File: config.mk
export PLATFORM = sky130hd
export DESIGN_NAME = mode_display_ctrl
export DESIGN_NICKNAME = d
export VERILOG_FILES = /design/src/rtl/disp_pkg.sv /design/src/rtl/refresh_sched.sv /design/src/rtl/mode_display_ctrl.sv
export SDC_FILE = /design/constraint.sdc
export NUM_CORES = 1
export LEC_CHECK = 0
export ABC_AREA = 0
export CAP_MARGIN = 25
export CORE_ASPECT_RATIO = 0.75
export CORE_MARGIN = 8
export CORE_UTILIZATION = 30
export CTS_BUF_LIST = sky130_fd_sc_hd__clkbuf_4
export CTS_CLUSTER_SIZE = 16
export DETAILED_ROUTE_END_ITERATION = 8
export PLACE_DENSITY = 0.54
export SETUP_SLACK_MARGIN = 0.05
export SLEW_MARGIN = 20
export SYNTH_ARGS = -nofsm -noshare
export SYNTH_HDL_FRONTEND = slang
export SYNTH_HIERARCHICAL = 1
export SYNTH_SLANG_ARGS = --single-unit
export TNS_END_PERCENT = 10
File: constraint.sdc
create_clock -name clock -period 1.35 [get_ports clock]
set_input_delay 0.2025 -clock clock [delete_from_list [all_inputs] [get_ports clock]]
set_output_delay 0.2025 -clock clock [all_outputs]
set_load 0.02 [all_outputs]
File: src/rtl/disp_pkg.sv
// Shared types and constants for the cycle-computer display controller.
// Holds the refresh-state enum, a clog2 helper and the default segment masks.
package disp_pkg;

  typedef enum logic [1:0] {
    IDLE,
    REQ,
    WAIT,
    LATCH
  } rfsh_state_e;

  localparam logic [7:0] DEF_POINT_MASK = 8'b0000_0011;
  localparam logic [7:0] DEF_COLON_MASK = 8'b0000_0100;

  function automatic int clog2(input int n);
    int r;
    r = 0;
    for (int i = 0; i < 31; i++) begin
      if ((1 << i) < n) r = i + 1;
    end
    return (r < 1) ? 1 : r;
  endfunction

endpackage

File: src/rtl/refresh_sched.sv
// Display refresh scheduler: start/valid handshake with the converter,
// one-deep request queue and timeout recovery with a sticky error flag.
module refresh_sched
  import disp_pkg::*;
#(
  parameter int CONV_TIMEOUT = 15
) (
  input  logic clock,
  input  logic reset,
  input  logic req_i,
  input  logic conv_valid_i,
  output logic conv_start_o,
  output logic latch_en_o,
  output logic conv_err_o
);

  localparam int TW = clog2(CONV_TIMEOUT + 1);
  localparam logic [TW-1:0] TMAX = TW'(CONV_TIMEOUT);

  rfsh_state_e state_q, state_d;
  logic          req_q;
  logic          pending_q, pending_d;
  logic          err_q, err_d;
  logic [TW-1:0] tcnt_q, tcnt_d;
  logic [TW-1:0] tcnt_inc;

  assign tcnt_inc = tcnt_q + TW'(1);

  always_comb begin
    state_d   = state_q;
    pending_d = pending_q;
    err_d     = err_q;
    tcnt_d    = tcnt_q;
    unique case (state_q)
      IDLE: begin
        if (req_q) state_d = REQ;
      end
      REQ: begin
        tcnt_d  = '0;
        state_d = WAIT;
        if (req_q) pending_d = 1'b1;
      end
      WAIT: begin
        if (req_q) pending_d = 1'b1;
        if (conv_valid_i) begin
          state_d = LATCH;
        end else if (tcnt_inc == TMAX) begin
          state_d   = IDLE;
          err_d     = 1'b1;
          pending_d = 1'b0;
        end else begin
          tcnt_d = tcnt_inc;
        end
      end
      LATCH: begin
        // a request landing here either starts the next round or stays queued
        state_d   = (pending_q | req_q) ? REQ : IDLE;
        pending_d = pending_q & req_q;
      end
      default: state_d = IDLE;
    endcase
  end

  always_ff @(posedge clock or negedge reset) begin
    if (!reset) begin
      state_q   <= IDLE;
      req_q     <= 1'b0;
      pending_q <= 1'b0;
      err_q     <= 1'b0;
      tcnt_q    <= '0;
    end else begin
      state_q   <= state_d;
      req_q     <= req_i;
      pending_q <= pending_d;
      err_q     <= err_d;
      tcnt_q    <= tcnt_d;
    end
  end

  assign conv_start_o = (state_q == REQ);
  assign latch_en_o   = (state_q == LATCH);
  assign conv_err_o   = err_q;

endmodule

File: src/rtl/mode_display_ctrl.sv
// Cycle-computer display controller: mode rotation, indicator blink,
// long-press trip clear, segment control and refresh scheduling.
module mode_display_ctrl
  import disp_pkg::*;
#(
  parameter int NUM_MODES       = 4,
  parameter int SPEED_WIDTH     = 7,
  parameter int OVERSPEED_LIMIT = 65,
  parameter int STOP_LIMIT      = 6,
  parameter logic [NUM_MODES-1:0] POINT_MASK =
    DEF_POINT_MASK[NUM_MODES-1:0],
  parameter logic [NUM_MODES-1:0] COLON_MASK =
    DEF_COLON_MASK[NUM_MODES-1:0],
  parameter int LONG_PRESS_SEC  = 2,
  parameter int CONV_TIMEOUT    = 15,
  localparam int MODE_W = clog2(NUM_MODES)
) (
  input  logic                   clock,
  input  logic                   reset,
  input  logic                   mode,
  input  logic                   mode_hold,
  input  logic                   half_sec_pulse,
  input  logic                   sec_pulse,
  input  logic [SPEED_WIDTH-1:0] speed,
  input  logic                   speed_valid,
  input  logic                   conv_valid,
  output logic [MODE_W-1:0]      mode_sel,
  output logic [NUM_MODES-1:0]   mode_onehot,
  output logic [NUM_MODES-1:0]   mode_ind,
  output logic                   conv_start,
  output logic                   latch_en,
  output logic                   point,
  output logic                   col,
  output logic                   en_motion,
  output logic                   trip_clear,
  output logic                   conv_err
);

  localparam int HW = clog2(LONG_PRESS_SEC + 1);
  localparam logic [HW-1:0] HMAX = HW'(LONG_PRESS_SEC);
  localparam logic [SPEED_WIDTH-1:0] OVR = SPEED_WIDTH'(OVERSPEED_LIMIT);
  localparam logic [SPEED_WIDTH-1:0] STP = SPEED_WIDTH'(STOP_LIMIT);
  localparam logic [MODE_W-1:0] LAST = MODE_W'(NUM_MODES - 1);

  logic [MODE_W-1:0]      sel_q, sel_d;
  logic [NUM_MODES-1:0]   oh_q, oh_d;
  logic [NUM_MODES-1:0]   ind_q, ind_d;
  logic [SPEED_WIDTH-1:0] speed_q;
  logic                   mode_q;
  logic                   blink_q;
  logic                   en_q;
  logic [HW-1:0]          hold_q, hold_d;
  logic                   trip_q, trip_d;
  logic                   point_q, point_d;
  logic                   col_q, col_d;
  logic                   high_speed;
  logic                   seg_upd;

  assign high_speed = speed_q > OVR;
  assign seg_upd    = sec_pulse | mode_q;

  always_comb begin
    sel_d = sel_q;
    if (mode) sel_d = (sel_q == LAST) ? '0 : sel_q + MODE_W'(1);
    oh_d  = NUM_MODES'(1) << sel_d;
    ind_d = oh_q | ((high_speed & blink_q) ? ~oh_q : '0);
  end

  // saturates at the threshold so a held button clears the trip only once
  always_comb begin
    hold_d = hold_q;
    trip_d = 1'b0;
    if (!mode_hold) begin
      hold_d = '0;
    end else if (sec_pulse && hold_q != HMAX) begin
      hold_d = hold_q + HW'(1);
      trip_d = (hold_d == HMAX);
    end
  end

  always_comb begin
    point_d = point_q;
    col_d   = col_q;
    if (seg_upd) begin
      point_d = POINT_MASK[sel_q];
      col_d   = COLON_MASK[sel_q] ? ~col_q : 1'b0;
    end
  end

  always_ff @(posedge clock or negedge reset) begin
    if (!reset) begin
      sel_q   <= '0;
      oh_q    <= NUM_MODES'(1);
      ind_q   <= NUM_MODES'(1);
      speed_q <= '0;
      mode_q  <= 1'b0;
      blink_q <= 1'b0;
      en_q    <= 1'b0;
      hold_q  <= '0;
      trip_q  <= 1'b0;
      point_q <= POINT_MASK[0];
      col_q   <= 1'b0;
    end else begin
      sel_q   <= sel_d;
      oh_q    <= oh_d;
      ind_q   <= ind_d;
      if (speed_valid) speed_q <= speed;
      mode_q  <= mode;
      if (half_sec_pulse) blink_q <= ~blink_q;
      en_q    <= speed_q >= STP;
      hold_q  <= hold_d;
      trip_q  <= trip_d;
      point_q <= point_d;
      col_q   <= col_d;
    end
  end

  refresh_sched #(
    .CONV_TIMEOUT(CONV_TIMEOUT)
  ) u_sched (
    .clock       (clock),
    .reset       (reset),
    .req_i       (seg_upd),
    .conv_valid_i(conv_valid),
    .conv_start_o(conv_start),
    .latch_en_o  (latch_en),
    .conv_err_o  (conv_err)
  );

  assign mode_sel    = sel_q;
  assign mode_onehot = oh_q;
  assign mode_ind    = ind_q;
  assign point       = point_q;
  assign col         = col_q;
  assign en_motion   = en_q;
  assign trip_clear  = trip_q;

endmodule

==> flow_summary.ini, run 1 <==
[outcome]
status = complete, but fails checks
violations = setup timing

[clock_network]
clkLatencyLatePin_ps = 330
clk_path_buf_depth = 2
numCtsBuffers = 5
htree_levels = 2
ctsHoldBuffers = 0
cts_root_buf = clkbuf_4
clkTransAtPathRegs_ps = 100
cts_tree = built
clkSinkCount = 33

[final_layout]
diodes = 0
fill_cells = 479
layout-drive-gt1-share_pct = 31.61
fin_nets = 193
area_delta_synth_final_pct = 37.88
design_area_um2 = 2022
ff_latch_area_um2 = 832.0
fin_cells = 234
fin_util_pct = 42.22
layout_common_cells = 28 x dfrtp_1, 15 x nand2_1, 14 x buf_4, 13 x clkdlybuf4s50_1
final_common_cell = dfrtp_1
multi_input_area_um2 = 666.9

[grt]
grt_pass1_wl_um = 5244
overflow = 0
antenna_found_initial = 0
grt_max_degree = 34
grt_pass1_vias = 1118
grt.total_usage_pct = 8.803

[floorplanning]
die_h_um = 76.55
start_util_pct = 30.62
die_area_um2 = 7405
io_pins = 32
fp-row-count = 22
die_w_um = 96.73
core_um2 = 4790

[synth]
synth_ff_type = dfrtp_1
ys_ff_latch = 33
ys_seq_area_share_pct = 56.57
synth_edf_count = 0
yosys.area_share.simple_pct = 15.36
syn_nets = 145
netlist_instances = 125
synth_top_family_by_area = simple AND/OR/NAND/NOR gates
synthXorXnorAreaFrac_pct = 2.901
synthMuxAreaShare_pct = 7.594
syn_area_per_cell_um2 = 11.73
syn_area_um2 = 1466
ys_warn_count = 6
async_reset_ff_share_pct = 100.0
synth_compound_area_share_pct = 10.15
synth_fa_ha_area_share_pct = 4.266
synth_cell_type_count = 36

[routing]
drt_pass1_iterations = 4
wl_um = 3079
via_count = 1043
detail-route-antenna-nets = 0
vias_per_cell = 4.457
drtIter0Drc = 29
wl_per_cell_um = 13.16
drcViolationCount = 0

[critical_path]
cp-end-kind = flop
arrival_ps = 1630
cp.required_ps = 1560
reg2reg_depth = 4
critPathMaxFanout = 6
start_kind = flop
crit_type = reg -> reg

[sta]
finalHoldViolations = 0
fmax_ghz = 0.7026
fin_crit_sh_pct = 105.4
finalMaxSlewViolations = 0
setup-violations-final = 5
timing.final.crit_period_ps = 1423
tightest_slew_ps = 353.9
fin_worst_skew_ps = 4.658
relSlewSlack_pct = 76.35
rsz0062_at_grt = true
setup_ws_ps = -73.38

[placed_design]
routabilityCongestion = 0.7809
dp_slack_ps = -138.3
placed_cell_area_um2 = 1944
dp_hpwl_um = 2319
dp.cells = 223
port_buffers = 30

[power_and_ir_drop]
power_leakage_nw = 0.9366
power_density_nw_per_um2 = 1794
ir_drop_mv = 0.8845
power_mw = 3.628

[run]
drv_cap = 0

[worst_hold_path]
hp-class = in -> async
-- kinds of logic after synthesis --
family | after synthesis
AND/OR/NAND/NOR | 43
flip-flops | 33
AO/OA/AOI/OAI | 20
buffers and inverters | 10
multiplexers | 10
adder cells (fa/ha/maj) | 5
XOR/XNOR | 4
-- synthesized netlist by cell type, drive strengths merged, types with 3 or more instances --
cell type	count	area [µm²]
xor2	3	33.79
or2	4	25.02
nand2b	5	31.28
a21oi	4	20.02
dfrtp	30	750.7
ha	5	62.56
dfstp	3	78.83
inv	8	30.03
nor2	5	21.27
o21ai	6	30.03
nand2	16	60.06
mux2	6	67.56
and2	3	18.77
mux2i	4	43.79
nor2b	3	18.77
-- report_power, final --
| part | total (mW) | switching (mW) | leakage [nW] | internal [mW] |
|---|---|---|---|---|
| Sequential | 1.54 | 0.224 | 0.394 | 1.31 |
| Combinational | 1.58 | 0.837 | 0.513 | 0.748 |
| Clock | 0.505 | 0.317 | 0.0300 | 0.188 |
-- through the flow --
step	hold WS (ps)	setup TNS, ps
detailed placement	461.0	-544.4
CTS	227.2	-239.6
global placement	461.7	-182.9
floorplan	-93.09	-4.919
global route	218.5	-684.3
finish	235.5	-232.3
-- final timing paths --
check / from / endpoint / slack (ps)
max: u_sched/tcnt_q[1] / u_sched/tcnt_q[0] / -70
max reg2reg: u_sched/tcnt_q[1] / u_sched/tcnt_q[0] / -70
min in group clock: half_sec_pulse / blink_q / 450
max in group asynchronous: reset / mode_ind[0] / 870
min reg2reg: blink_q / blink_q / 480
min: reset / trip_clear / 240
-- repair_timing --
action                                  in CTS  in global routing
endpoints found under the setup margin      25                 19
resized for setup                           42                 14
pin swaps                                    2                  3
buffers inserted                             0                  3
-- cell type report --
cell class              count  area share [%]
clock buffers               5           1.856
clock inverters             3          0.6188
inverters                   8           1.485
multi-input cells          82           32.98
flip-flops and latches     33           41.15
well taps                  60           3.713
repair buffers             43           18.19
-- flip-flops by register name (all words and copies together) (netlist names) --
register,count
u_sched/conv_err_o,1
hold_q,2
blink_q,1
mode_onehot,4
en_motion,1
u_sched/pending_q,1
col,1
u_sched/tcnt_q,4
speed_q,6
point,1
trip_clear,1
u_sched/state_q,2
mode_sel,2
u_sched/req_q,1
mode_q,1
mode_ind,4
-- worst max-delay path, stage by stage (launching register included) --
cell	delay (ps)
dfrtp_2	470
and3b_2	260
o2111ai_4	250
o311ai_4	170
mux2i_1	150
-- metal layers --
layer	up-vias	GRT usage [%]	wire (µm)	share of wire [%]
met2	21	12.62	1368	44
li1	516	-	-	-
met1	496	10.72	1468	48
met3	10	2.989	147	4.8
met4	0	6.432	95	3.1
met5	-	0	0	0
No activity file was read; power rests on OpenSTA's default activity.
==> run 2, diff against run 1 <==
--- a/config.mk
+++ b/config.mk
@@ -6,11 +6,10 @@
 export NUM_CORES = 1
 export LEC_CHECK = 0
 export ABC_AREA = 0
-export CAP_MARGIN = 25
+export CAP_MARGIN = 20
 export CORE_ASPECT_RATIO = 0.75
 export CORE_MARGIN = 8
 export CORE_UTILIZATION = 30
-export CTS_BUF_LIST = sky130_fd_sc_hd__clkbuf_4
 export CTS_CLUSTER_SIZE = 16
 export DETAILED_ROUTE_END_ITERATION = 8
 export PLACE_DENSITY = 0.54
==> run 2 against run 1 <==
  * Critical endpoint unchanged
  * Die area is the same
  * Register-to-register slack gained 30 ps
  * Clock power is 59% higher
  * The flow still finishes with violations (setup timing)
  * Sequential power about the same
  * Final cell count up 0.43%
  * Total power grew 9.7%
  * Fmax rose by 2.0%
==> flow_summary.ini, run 2 (synthesis results as in run 1) <==
[floorplanning]
die_h_um = 76.55
start_util_pct = 30.62
fp-row-count = 22
core_um2 = 4790
die_w_um = 96.73
io_pins = 32
die_area_um2 = 7405

[critical_path]
cp.required_ps = 1510
crit_type = reg -> reg
worst-path-stages = 4
slowest_delay_ps = 450
r2r_slack_ps = -50
worst-path-buf-inv = 0
cp-end-kind = flop
crit_slowest_cell = dfrtp_2
path_cells = and3b_2, o2111ai_4, o311ai_4, mux2i_1
arrival_ps = 1550
path_delay_family = flip-flops
reg2reg_depth = 4
critPathMaxFanout = 6
start_kind = flop

[power_and_ir_drop]
ir_drop_mv = 0.9433
power_mw = 3.981
power_density_nw_per_um2 = 1891
power_leakage_nw = 0.9755

[final_layout]
ff_latch_area_um2 = 833.3
regMostFlops = speed_q
diodes = 0
largest_register_ff_count = 6
multi_input_area_um2 = 676.9
area_delta_synth_final_pct = 43.52
fill_cells = 466
final_common_cell = dfrtp_1
fin_cells = 235
fin_util_pct = 43.94
layout_common_cells = 27 x dfrtp_1, 15 x nand2_1, 14 x buf_4, 13 x clkdlybuf4s50_1, 11 x dlygate4sd2_1
fin_nets = 194
layout-drive-gt1-share_pct = 31.43

[grt]
overflow = 0
grt_pass1_vias = 1110
grt_max_degree = 34
grt.total_usage_pct = 8.803
grt_pass1_wl_um = 5244
antenna_found_initial = 0

[placed_design]
dp.cells = 223
dp_slack_ps = -138.3
routabilityCongestion = 0.7809
port_buffers = 30
dp_hpwl_um = 2319

[routing]
wl_um = 3147
drcViolationCount = 0
vias_per_cell = 4.494
detail-route-antenna-nets = 0
drt_pass1_iterations = 4
wl_per_cell_um = 13.39
drtIter0Drc = 44
via_count = 1056

[clock_network]
cts_root_buf = clkbuf_8
cts_tree = built
htree_levels = 2
clk_path_buf_depth = 2
numCtsBuffers = 5
clkLatencyLatePin_ps = 280
clkTransAtPathRegs_ps = 70
clkSinkCount = 33

[sta]
fmax_ghz = 0.7168
rsz0062_at_grt = true
finalHoldViolations = 0
setup-violations-final = 6
relSlewSlack_pct = 75.99
fin_crit_sh_pct = 103.3
tightest_slew_ps = 358.8
worst_hold_slack_ps = 285.0
setup_ws_ps = -45.04
timing.final.crit_period_ps = 1395
fin_worst_skew_ps = 3.128
finalMaxSlewViolations = 0

[worst_hold_path]
hp-class = in -> async

[outcome]
status = complete, but fails checks
violations = setup timing

[run]
drv_cap = 0
==> run 2: where the power goes <==
group / switching (mW) / leakage [nW] / internal, mW
Combinational: 0.853 / 0.529 / 0.778
Clock: 0.345 / 0.0542 / 0.460
Sequential: 0.227 / 0.392 / 1.32
==> run 2: cell type report <==
class                      count  area share [%]
clock inverter                 1          0.2378
multi-input combinational     82           32.16
sequential                    33           39.60
tap                           60           3.567
clock buffer                   7           4.578
timing repair buffer          44           18.43
inverter                       8           1.427
==> run 2: repair_timing <==
action                                  in CTS  in global routing
endpoints found under the setup margin      24                 13
gates resized for setup                     33                 12
gates cloned                                 0                  0
hold buffers                                 0                  0
setup buffers                                0                  4
pin swaps                                    2                  4
==> run 2: metrics by stage <==
step           setup TNS [ps]  cell area, µm²
6_report               -172.1            2105
3_5_place_dp           -544.4            1944
5_1_grt                -598.8            2105
4_1_cts                -214.9            2033
2_1_floorplan          -4.919            1498
3_3_place_gp           -182.9            1944
==> run 2: metal layers <==
layer	global-route usage, %	wire (µm)	up-vias
li1	-	-	514
met3	4.076	179	5
met2	12.62	1426	19
met1	10.72	1485	518
met4	4.594	55	0
met5	0	0	-
==> run 2: final timing paths <==
| path | from | to |
|---|---|---|
| max | u_sched/tcnt_q[1] | u_sched/tcnt_q[0] |
| min | reset | hold_q[1] |
| max reg2reg | u_sched/tcnt_q[1] | u_sched/tcnt_q[0] |
| min reg2reg | mode_onehot[1] | mode_ind[1] |
| max in group asynchronous | reset | mode_ind[0] |
| min in group clock | mode_onehot[1] | mode_ind[1] |
==> run 2: worst reg2reg max path, delay by kind of cell (launching register included) <==
family	cells	cell delay (ps)
compound gates	2	410
flops	1	450
mux	1	150
simple gates	1	250
==> variant (flow settings as in run 2) <==
Put a register stage on the output `conv_err`. The value now appears one clock later. The other outputs are not delayed to match.
--- a/src/rtl/mode_display_ctrl.sv
+++ b/src/rtl/mode_display_ctrl.sv
@@ -41,6 +41,8 @@
   localparam logic [SPEED_WIDTH-1:0] OVR = SPEED_WIDTH'(OVERSPEED_LIMIT);
   localparam logic [SPEED_WIDTH-1:0] STP = SPEED_WIDTH'(STOP_LIMIT);
   localparam logic [MODE_W-1:0] LAST = MODE_W'(NUM_MODES - 1);
+
+  logic conv_err_d;
 
   logic [MODE_W-1:0]      sel_q, sel_d;
   logic [NUM_MODES-1:0]   oh_q, oh_d;
@@ -124,7 +126,7 @@
     .conv_valid_i(conv_valid),
     .conv_start_o(conv_start),
     .latch_en_o  (latch_en),
-    .conv_err_o  (conv_err)
+    .conv_err_o  (conv_err_d)
   );
 
   assign mode_sel    = sel_q;
@@ -135,5 +137,9 @@
   assign en_motion   = en_q;
   assign trip_clear  = trip_q;
 
+  always_ff @(posedge clock) begin
+    conv_err <= conv_err_d;
+  end
+
 endmodule
 
Check against the original RTL: no difference found for any inputs over 10 cycles, from zero or initial values and one cycle with reset low; that may be too few to reach the edited logic, so the function may still have changed.
==> variant against run 2 <==
- the run still ends with setup timing left
- routed wire length grew 2.5%
- clock power fell by 4.6%
- utilization shrank 0.34 points
- synthesized area is 1.4% higher
- critical path type unchanged
- largest power group unchanged
- critical path depth rose by 1
- first-iteration DRC count down 36%
- cell area rose by 0.36%
- fmax decreased by 1.2%
- worst setup slack worse by 0.017 ns
- power is 0.42% higher
- sequential cell count up 1
- non-clock buffer count unchanged
==> variant: results (changes against run 2) <==
Status: complete, but fails checks (unchanged). Violations in the final reports: setup timing (unchanged). The worst clock skew is 0.00249 ns (was 0.00313 ns). The placed instance area is 1980 um^2 (was 1940 um^2).

The layout cell share with drive strength beyond 1 came out at 30.1% (was 31.4%). The detailed-router iteration count before antenna repair came out at 5 (was 4). The met2 usage in global routing was 13.4% (was 12.6%). The met3 usage came out at 3.13% (was 4.08%). The transition at the pin with the smallest max-transition slack is 0.352 ns (was 0.359 ns). The worst slack at placement came to -0.127 ns (was -0.138 ns). The number of nets in the finished design is 195 (was 194). The number of cell instances on the worst register-to-register path is 5 (was 4).

The global placer's final weighted congestion is 0.789 (was 0.781). The worst reg2reg path endpoint was u_sched/tcnt_q[3]$_DFFE_PN0P_ (was u_sched/tcnt_q[0]$_DFFE_PN0P_). The fraction of registers with async set or reset after synthesis came to 97.1% (was 100%). The number of sinks driven by the clock tree was 34 (was 33). The layout-stage area growth over the synthesis result came out at 42.1% (was 43.5%). The synthesized net count came out at 146 (was 145). The non-clock buffer contribution to total cell area came to 18.6% (was 18.4%). The minimum setup slack in the final design came to -0.0625 ns (was -0.0450 ns). The number of distinct library cell variants in the gate-level netlist after synthesis came out at 37 (was 36). The length of routed met3 wiring came to 142 um (was 179 um). Dominant cells by area after synthesis: sky130_fd_sc_hd__dfrtp_1 51%, sky130_fd_sc_hd__dfstp_2 5.3%, sky130_fd_sc_hd__mux2_2 4.5%, sky130_fd_sc_hd__ha_1 4.2%, sky130_fd_sc_hd__nand2_1 4.0% (was sky130_fd_sc_hd__dfrtp_1 51%, sky130_fd_sc_hd__dfstp_2 5.4%, sky130_fd_sc_hd__mux2_2 4.6%, sky130_fd_sc_hd__ha_1 4.3%, sky130_fd_sc_hd__nand2_1 4.1%). The fraction of area in multi-input gates came to 31.8% (was 32.2%). The number of placed instances with taps included is 226 (was 223). The fill cell total of the finished layout was 458 (was 466). The proportion of synthesized chip area in sequential cells was 57.2% (was 56.6%). The number of DRC markers in iteration 0 came to 28 (was 44). The final setup violation count came out at 6 (unchanged). The number of standard cells in the layout, taps in and fillers out is 236 (was 235).
-- variant: changes by cell type after synthesis, sizes merged --
| cell | run 2 | this run |
|---|---|---|
| dfxtp | 0 | 1 |
-- variant: worst register-to-register path, delay by kind of cell (launching register included) --
family / cells / cell delay [ns]
flops: 1 / 0.45
compound gates: 3 / 0.50
mux: 1 / 0.23
buf+inv: 1 / 0.16
-- variant: report_power, final --
group / total (mW) / switching, mW / internal (mW)
Sequential: 1.59 / 0.239 / 1.35
Clock: 0.768 / 0.357 / 0.411
Combinational: 1.64 / 0.847 / 0.795
Total: 4.00 / 1.44 / 2.55
-- variant: kinds of logic (layout without fill, tap and decap cells) --
logic type                 Yosys count  after routing  share of synthesized area [%]
xor gates and xnor gates             4              4                           2.86
muxes                               10             10                           7.49
adders and majority gates            5              5                           4.21
DFF                                 34             34                           57.2
buffers and inverters               10             60                           3.11
AOI/OAI and AO/OA                   20             20                           10.0
and+or+nand+nor                     43             43                           15.2
